===== config.mk =====
export PLATFORM = sky130hd
export DESIGN_NAME = rf_wport_arbiter
export DESIGN_NICKNAME = d
export VERILOG_FILES = /design/src/rtl/rf_wport_arbiter.sv
export SDC_FILE = /design/constraint.sdc
export NUM_CORES = 1
export LEC_CHECK = 0
export ABC_AREA = 1
export CAP_MARGIN = 20
export CORE_ASPECT_RATIO = 0.8
export CORE_UTILIZATION = 40
export DETAILED_ROUTE_END_ITERATION = 8
export PLACE_DENSITY = 0.82
export SETUP_SLACK_MARGIN = 0.2
export SYNTH_ARGS = -nofsm -noshare
export SYNTH_HDL_FRONTEND = slang
export SYNTH_SLANG_ARGS = --single-unit

===== constraint.sdc =====
create_clock -name clk -period 6.1 [get_ports clk]
set_input_delay 0.61 -clock clk [delete_from_list [all_inputs] [get_ports clk]]
set_output_delay 0.61 -clock clk [all_outputs]
set_load 0.05 [all_outputs]

===== src/rtl/rf_wport_arbiter.sv =====
// Register-file write-port arbiter: WB has priority, long-latency results are buffered
// in a small FIFO, and a starvation counter forces periodic WB stall slots to drain it.
module rf_wport_arbiter #(
    parameter int DEPTH        = 2,
    parameter int STARVE_LIMIT = 4
) (
    input  logic        clk,
    input  logic        reset,
    input  logic        wb_w_en,
    input  logic [4:0]  wb_w_addr,
    input  logic [31:0] wb_w_data,
    input  logic        ll_valid,
    input  logic [4:0]  ll_addr,
    input  logic [31:0] ll_data,
    output logic        ll_ready,
    output logic        wb_stall,
    output logic        rf_w_en,
    output logic [4:0]  rf_w_addr,
    output logic [31:0] rf_w_data,
    output logic        rf_w_src,
    output logic [31:0] ll_pending,
    output logic        proto_err
);

    localparam int PW = (DEPTH > 1) ? $clog2(DEPTH) : 1;
    localparam int CW = PW + 1;
    localparam int SW = $clog2(STARVE_LIMIT) + 1;

    logic [4:0]    mem_addr [DEPTH];
    logic [31:0]   mem_data [DEPTH];
    logic [PW-1:0] rd_ptr, wr_ptr;
    logic [CW-1:0] count;
    logic [SW-1:0] starve_cnt;

    logic          empty, full;
    logic          drain, wb_win, wt;
    logic          push, pop;
    logic [4:0]    sel_addr;
    logic [31:0]   sel_data;
    logic          sel_src;
    logic          wr_ok;

    assign empty    = (count == '0);
    assign full     = (count == CW'(DEPTH));
    assign ll_ready = ~full;

    always_comb begin
        drain  = 1'b0;
        wb_win = 1'b0;
        wt     = 1'b0;
        if (wb_stall && !empty)
            drain = 1'b1;
        else if (wb_w_en)
            wb_win = 1'b1;
        else if (!empty)
            drain = 1'b1;
        else if (ll_valid)
            wt = 1'b1;
    end

    always_comb begin
        sel_addr = '0;
        sel_data = '0;
        sel_src  = 1'b0;
        if (drain) begin
            sel_addr = mem_addr[rd_ptr];
            sel_data = mem_data[rd_ptr];
            sel_src  = 1'b1;
        end else if (wb_win) begin
            sel_addr = wb_w_addr;
            sel_data = wb_w_data;
        end else if (wt) begin
            sel_addr = ll_addr;
            sel_data = ll_data;
            sel_src  = 1'b1;
        end
    end

    // GR[0] writes are consumed but never reach the register file
    assign wr_ok     = reset & (drain | wb_win | wt) & (sel_addr != 5'd0);
    assign rf_w_en   = wr_ok;
    assign rf_w_addr = sel_addr;
    assign rf_w_data = wr_ok ? sel_data : 32'd0;
    assign rf_w_src  = sel_src;

    // full uses registered occupancy only, so a same-cycle pop never admits a push
    assign push = ll_valid & ~full & ~wt & (ll_addr != 5'd0);
    assign pop  = drain;

    always_comb begin
        ll_pending = '0;
        for (int i = 0; i < DEPTH; i++) begin
            if (i[CW-1:0] < count)
                ll_pending[mem_addr[rd_ptr + i[PW-1:0]]] = 1'b1;
        end
        ll_pending[0] = 1'b0;
    end

    always_ff @(posedge clk) begin
        if (push) begin
            mem_addr[wr_ptr] <= ll_addr;
            mem_data[wr_ptr] <= ll_data;
        end
    end

    always_ff @(posedge clk or negedge reset) begin
        if (!reset) begin
            rd_ptr     <= '0;
            wr_ptr     <= '0;
            count      <= '0;
            starve_cnt <= '0;
            wb_stall   <= 1'b0;
            proto_err  <= 1'b0;
        end else begin
            if (push)
                wr_ptr <= wr_ptr + 1'b1;
            if (pop)
                rd_ptr <= rd_ptr + 1'b1;
            case ({push, pop})
                2'b10:   count <= count + 1'b1;
                2'b01:   count <= count - 1'b1;
                default: count <= count;
            endcase

            if (wb_stall && wb_w_en)
                proto_err <= 1'b1;

            wb_stall <= 1'b0;
            if (empty || drain || wt) begin
                starve_cnt <= '0;
            end else if (wb_win) begin
                if (starve_cnt == SW'(STARVE_LIMIT - 1)) begin
                    starve_cnt <= '0;
                    wb_stall   <= 1'b1;
                end else begin
                    starve_cnt <= starve_cnt + 1'b1;
                end
            end
        end
    end

endmodule

After elaboration in Yosys (flattened, before gate mapping). Memories as Yosys holds them, arrays and structs flattened. Cells that the tools add are included.

Bits in registers: 9. Bits in latches: 0. Memory bits (writable): 74. Memory bits (read-only): 0. Input bits: 78. Output and inout bits: 74. Logic and storage cells: 79. Memories: 2.

Add/sub/neg operators: 5. $mul: 0. Divide/modulo/power cells: 0. Magnitude comparators: 6. Equality and inequality tests: 4. Shifts and indexed selects: 0. Multiplexer cells: 34. Bitwise gates (word level): 10. Reduce and logical (&&, ||, !) cells: 12.

Memories: mem_data (words 2, width 32, rd ports 1, clocked after memory_dff 0, write ports 1, line 30) `logic [31:0] mem_data [DEPTH];`; mem_addr (words 2, width 5, rd ports 2, clocked after memory_dff 0, write ports 1, line 29) `logic [4:0] mem_addr [DEPTH];`.

Operator list (count): two-way mux 32 bit (6); bitwise OR 32 bit (1); two-way mux 1 bit (19); two-way mux 5 bit (3); < comparator 5 x 6 -> 1 bit, second input constant (2); demux 1 bit (select 5 bit) (2); >= comparator 5 x 1 -> 1 bit, second input constant (2); nonzero test 5 bit (2); two-way mux 3 bit (3); bitwise AND 1 bit (5); equality test 2 bit, second input constant (2); logical AND 1 bit (4); < comparator 1 x 2 -> 1 bit, first input constant (2); one-hot mux 2 bit (2 select lines) (1); nonzero test 2 bit (2); adder 3 x 1 -> 3 bit, second input constant (1); equality test 3 x 2 -> 1 bit, second input constant (1); adder 1 bit, second input constant (2); adder 2 x 1 -> 2 bit, second input constant (1); equality test 2 x 1 -> 1 bit, second input constant (1); logical NOT 2 bit (1); logical OR 1 bit (2); NOT 1 bit (2); bitwise OR 1 bit (2); 2 further kinds (2).

Depth between registers and ports, before layout.
Depth after elaboration: 10. Gate-level depth with buffers: 13. Depth with buffers taken out: 11.

Worst setup path before layout. Ideal clock, no wire load.

Path type: reg2reg. Start: reg count[0]. End: mem mem_addr[0][0], enable pin. Library setup time: 0.431 ns. Arrival: 2.870 ns. Data required time: 5.669 ns. Setup slack: 2.798 ns. Stages on the path, launching flop included: 6. Path buffers: 0. Clock period less this slack: 3.302 ns. Cell sequence: dfrtp_1 -> inv_1 -> ha_1 -> inv_1 -> o2111ai_1 -> nor2_1.

Elaborated cells between the ends (all ways): 14. Those cells by class: 1 x eq/ne; 5 x mux; 5 x bitwise; 3 x reduce/logical.

RTL lines: start: declaration (line 32) `logic [CW-1:0] count;`; start signal: assignment (line 120) `2'b10: count <= count + 1'b1;`; start signal: assignment (line 121) `2'b01: count <= count - 1'b1;`; start signal: assignment (line 122) `default: count <= count;`; equality test 2 bit (line 44) `assign full = (count == CW'(DEPTH));`; NOT 1 bit; net ll_ready (line 15) `output logic ll_ready,`; bitwise AND 1 bit (3 in series) (line 87) `assign push = ll_valid & ~full & ~wt & (ll_addr != 5'd0);`; two-way mux 1 bit (line 100) `if (push) begin`; two-way mux 1 bit (implied by the code) (line 101) `mem_addr[wr_ptr] <= ll_addr;`; end: declaration (line 29).

The timed path passes the listed nets, and every way through them passes these cells.

Final worst setup path.
Start: reg rd_ptr. End: out rf_w_data[24].

Word-level cells in the longest chain between the ends: 5. Elaborated cells between the ends (all ways): 7. Those cells by class: 3 x mux; 1 x bitwise; 1 x reduce/logical; 2 x memory.

RTL lines: start: declaration (line 31) `logic [PW-1:0] rd_ptr, wr_ptr;`; start signal: assignment (line 118) `rd_ptr <= rd_ptr + 1'b1;`; memory (2 x 5 bit); two-way mux 5 bit (line 65) `if (drain) begin`; nonzero test 5 bit (line 80) `assign wr_ok = reset & (drain | wb_win | wt) & (sel_addr != 5'd0);`; bitwise AND 1 bit (line 80); two-way mux 32 bit (*) (line 83) `assign rf_w_data = wr_ok ? sel_data : 32'd0;`; end: declaration (line 19) `output logic [31:0] rf_w_data,`.

Mark *: on every way between the ends. The rest lies on a longest branch, timed or not.

==> results.md <==
- FMAX: 0.217 GHz
- Clock Path Buffers: 2
- CTS Buf Count: 9
- Slew headroom: 0.334
- Chip Width: 123 um
- Avg Cell Area, Syn: 8.83 um^2
- Die H: 98.5 um
- Required @ worst endpoint: 5.49 ns
- PostCTS Resize Cnt: 0
- H-Tree Depth: 3
- Clock-pin slew on the worst setup and hold paths: 0.06 ns
- Tcrit/Tclk final: 0.754
- Routability congestion estimate: 0.912
- Hold-fix buffers at CTS: 0
- Startpoint types: flip-flop
- RSZ-0062 raised after global routing: no
- GRT overflow: 0
- Final setup vio count: 0
- N_diodes: 0
- Starting density of the core: 0.419
- CTS root buffer: clkbuf_16
- Slew @ Worst Pin: 0.996 ns
- Vias in the first global route: 4311
- Most used DFF post-synth: edfxtp_1
- Crit Path Max Fanout: 48
- Commonest non-fill, non-tap cell in the layout: nand2_1
- Port-buffer cells: 150
- Pre-Repair DR Iteration Count: 5
- Vias per std cell: 5.48
- Area growth from synthesis to layout: 38.6%
- Fillcell total: 933
- Final wirelength: 13.0 mm
- Syn Inst Count: 527
- DRT iter0 DRCs: 348
- Crit path largest cell delay: 0.96 ns
- IO Pins: 152
- Pwr Total: 3.00 mW
- P_leak: 2.45 nW
- Multi-input logic area: 1930 um^2
- Crit-path cells: inv_2, or2_0, o21ai_0, nand2_1, nand2_1, nand2_1, o21bai_4, nor2_1, buf_4
- DP HPWL: 8.84 mm
- Commonest cells after routing, fill and taps aside: nand2_1, clkdlybuf4s50_1, edfxtp_1
- Status: complete, no violations
- Hold WC Path Type: flip-flop to flip-flop
- Final hold vios: 0
- Post-synthesis sequential area ratio: 0.526
- Row Count: 34
- Clock Skews: 0.0159 ns
- Share of cells above drive strength 1: 0.114
- Yosys cell types: 34
- Crit-path slowest cell: dfrtp_2
- Setup TNS: 0 ns
- CP Class: flip-flop to output port
- Period minus WS final: 4.60 ns
- Largest net degree at the start of global routing: 54
- Power per Cell Area: 466 nW/um^2
- Maximum VDD drop: 0.263 mV
- Final Max Slew Viols: 0
- Async set-or-reset flop fraction in the synthesized netlist: 0.108
- Initial antenna violation count: 0
- First-pass GRT wire length: 21.0 mm
- DIE AREA: 12100 um^2
- Max cap viols: 0
- Post-route ant nets: 0
- Dominant cells by area after synthesis: edfxtp_1, nand2_1, a32o_1, dfrtp_1, nor2_1
- Layout Nets: 748
- TritonCTS clock tree: done
- Most common cell on crit path: nand2_1
- Core area: 11100 um^2
- Setup Fix Bufs, Post-CTS: 0
- Register area: 2450 um^2
- Syn. warnings: 0
- Synth area leader: edfxtp_1
- Overall Global Routing Usage: 0.220
- Drt wl/cell: 16.0 um
- Post-Syn Nets: 611
- Synthesized cell area: 4650 um^2
- Crit. End Element: output port
- Post-synth EDFFs: 74
- Drt drc: 0
- Crit path DAT: 3.99 ns
- Yosys top cell area share: 0.477
- Worst-Skew Late Latency: 0.34 ns
- Vias: 4457
- FF+latch count, synth: 83
- Sink Count: 83
## logic make-up after synthesis
group / synth area share
AND/OR/NAND/NOR: 0.224
other: 0.000806
adder cells (fa/ha/maj): 0.0161
AO/OA/AOI/OAI: 0.161
XOR/XNOR: 0.00753
buffers and inverters: 0.0642
flip-flops: 0.526
## worst max-delay path, delay by kind of cell (launching register included)
| family | cells | cell delay, ns |
|---|---|---|
| AND/OR/NAND/NOR | 5 | 0.81 |
| AO/OA/AOI/OAI | 2 | 1.08 |
| flip-flops | 1 | 0.96 |
| buffers and inverters | 2 | 0.79 |
## report_power, final
group	internal, mW	leakage, nW	switching [mW]
logic	0.503	1.51	1.12
clock network	0.282	0.136	0.232
registers	0.775	0.798	0.0937
total	1.56	2.45	1.44
## state kept, by name, indices dropped and copies added (netlist names)
register and flops:
mem_data 64, count 2, wr_ptr 1, mem_addr 10, proto_err 1, wb_stall 1, rd_ptr 1, starve_cnt 3
## metal layers
metal | track usage | vias to the layer above | share of wire
met2 | 0.372 | 213 | 0.49
met5 | 0 | - | 0
met3 | 0.0376 | 12 | 0.071
met4 | 0.0525 | 0 | 0.0085
met1 | 0.294 | 2143 | 0.43
li1 | - | 2089 | -
## path summary, 6_finish.rpt
check / startpoint / to / slack [ns] / cells past startpoint
worst min-delay path: proto_err$_DFFE_PN0P_ / proto_err$_DFFE_PN0P_ / 0.51 / 1
max in group asynchronous: reset / rd_ptr$_DFFE_PN0N_ / 5.18 / 1
worst max-delay path: rd_ptr$_DFFE_PN0N_ / rf_w_data[24] / 1.50 / 9
worst min register to register: proto_err$_DFFE_PN0P_ / proto_err$_DFFE_PN0P_ / 0.51 / 1
worst max register to register: count[0]$_DFFE_PN0P_ / count[1]$_DFFE_PN0P_ / 3.56 / 9
min in group asynchronous: reset / starve_cnt[1]$_DFFE_PN0P_ / 0.60 / 1
## synthesized netlist by cell type, types with 2 or more instances
cell and instances:
a21oi_1 33, a32o_1 32, buf_1 2, buf_2 5, buf_4 3, buf_6 5, clkbuf_1 13, dfrtp_1 9
edfxtp_1 74, ha_1 6, inv_1 35, inv_2 2, nand2_1 171, nand3_1 9, nand4_1 2, nor2_1 51
nor2_2 8, nor3_1 4, nor3_2 3, o21ai_0 38, o21ai_1 3, or2_0 2, or2_2 4, xnor2_1 2
xor2_1 2
## stage by stage
step / hold WS (ns) / setup slack [ns] / util / std cells / cell area [um^2]
5_1_grt: 0.538 / 1.16 / 0.581 / 813 / 6450
3_3_place_gp: 0.490 / 1.88 / 0.552 / 795 / 6130
2_1_floorplan: 0.314 / 2.80 / - / 527 / 4650
3_5_place_dp: 0.484 / 1.77 / 0.556 / 797 / 6170
4_1_cts: 0.503 / 1.49 / 0.581 / 813 / 6450
6_report: 0.513 / 1.50 / 0.581 / 813 / 6450
## cell type report
cell class,count,area share
clock buffers,9,0.0349
clock inverters,7,0.00892
inverters,37,0.0215
multi-input cells,379,0.299
flip-flops and latches,83,0.379
well taps,144,0.0279
repair buffers,154,0.228
Power figures use the tool's default switching activity.
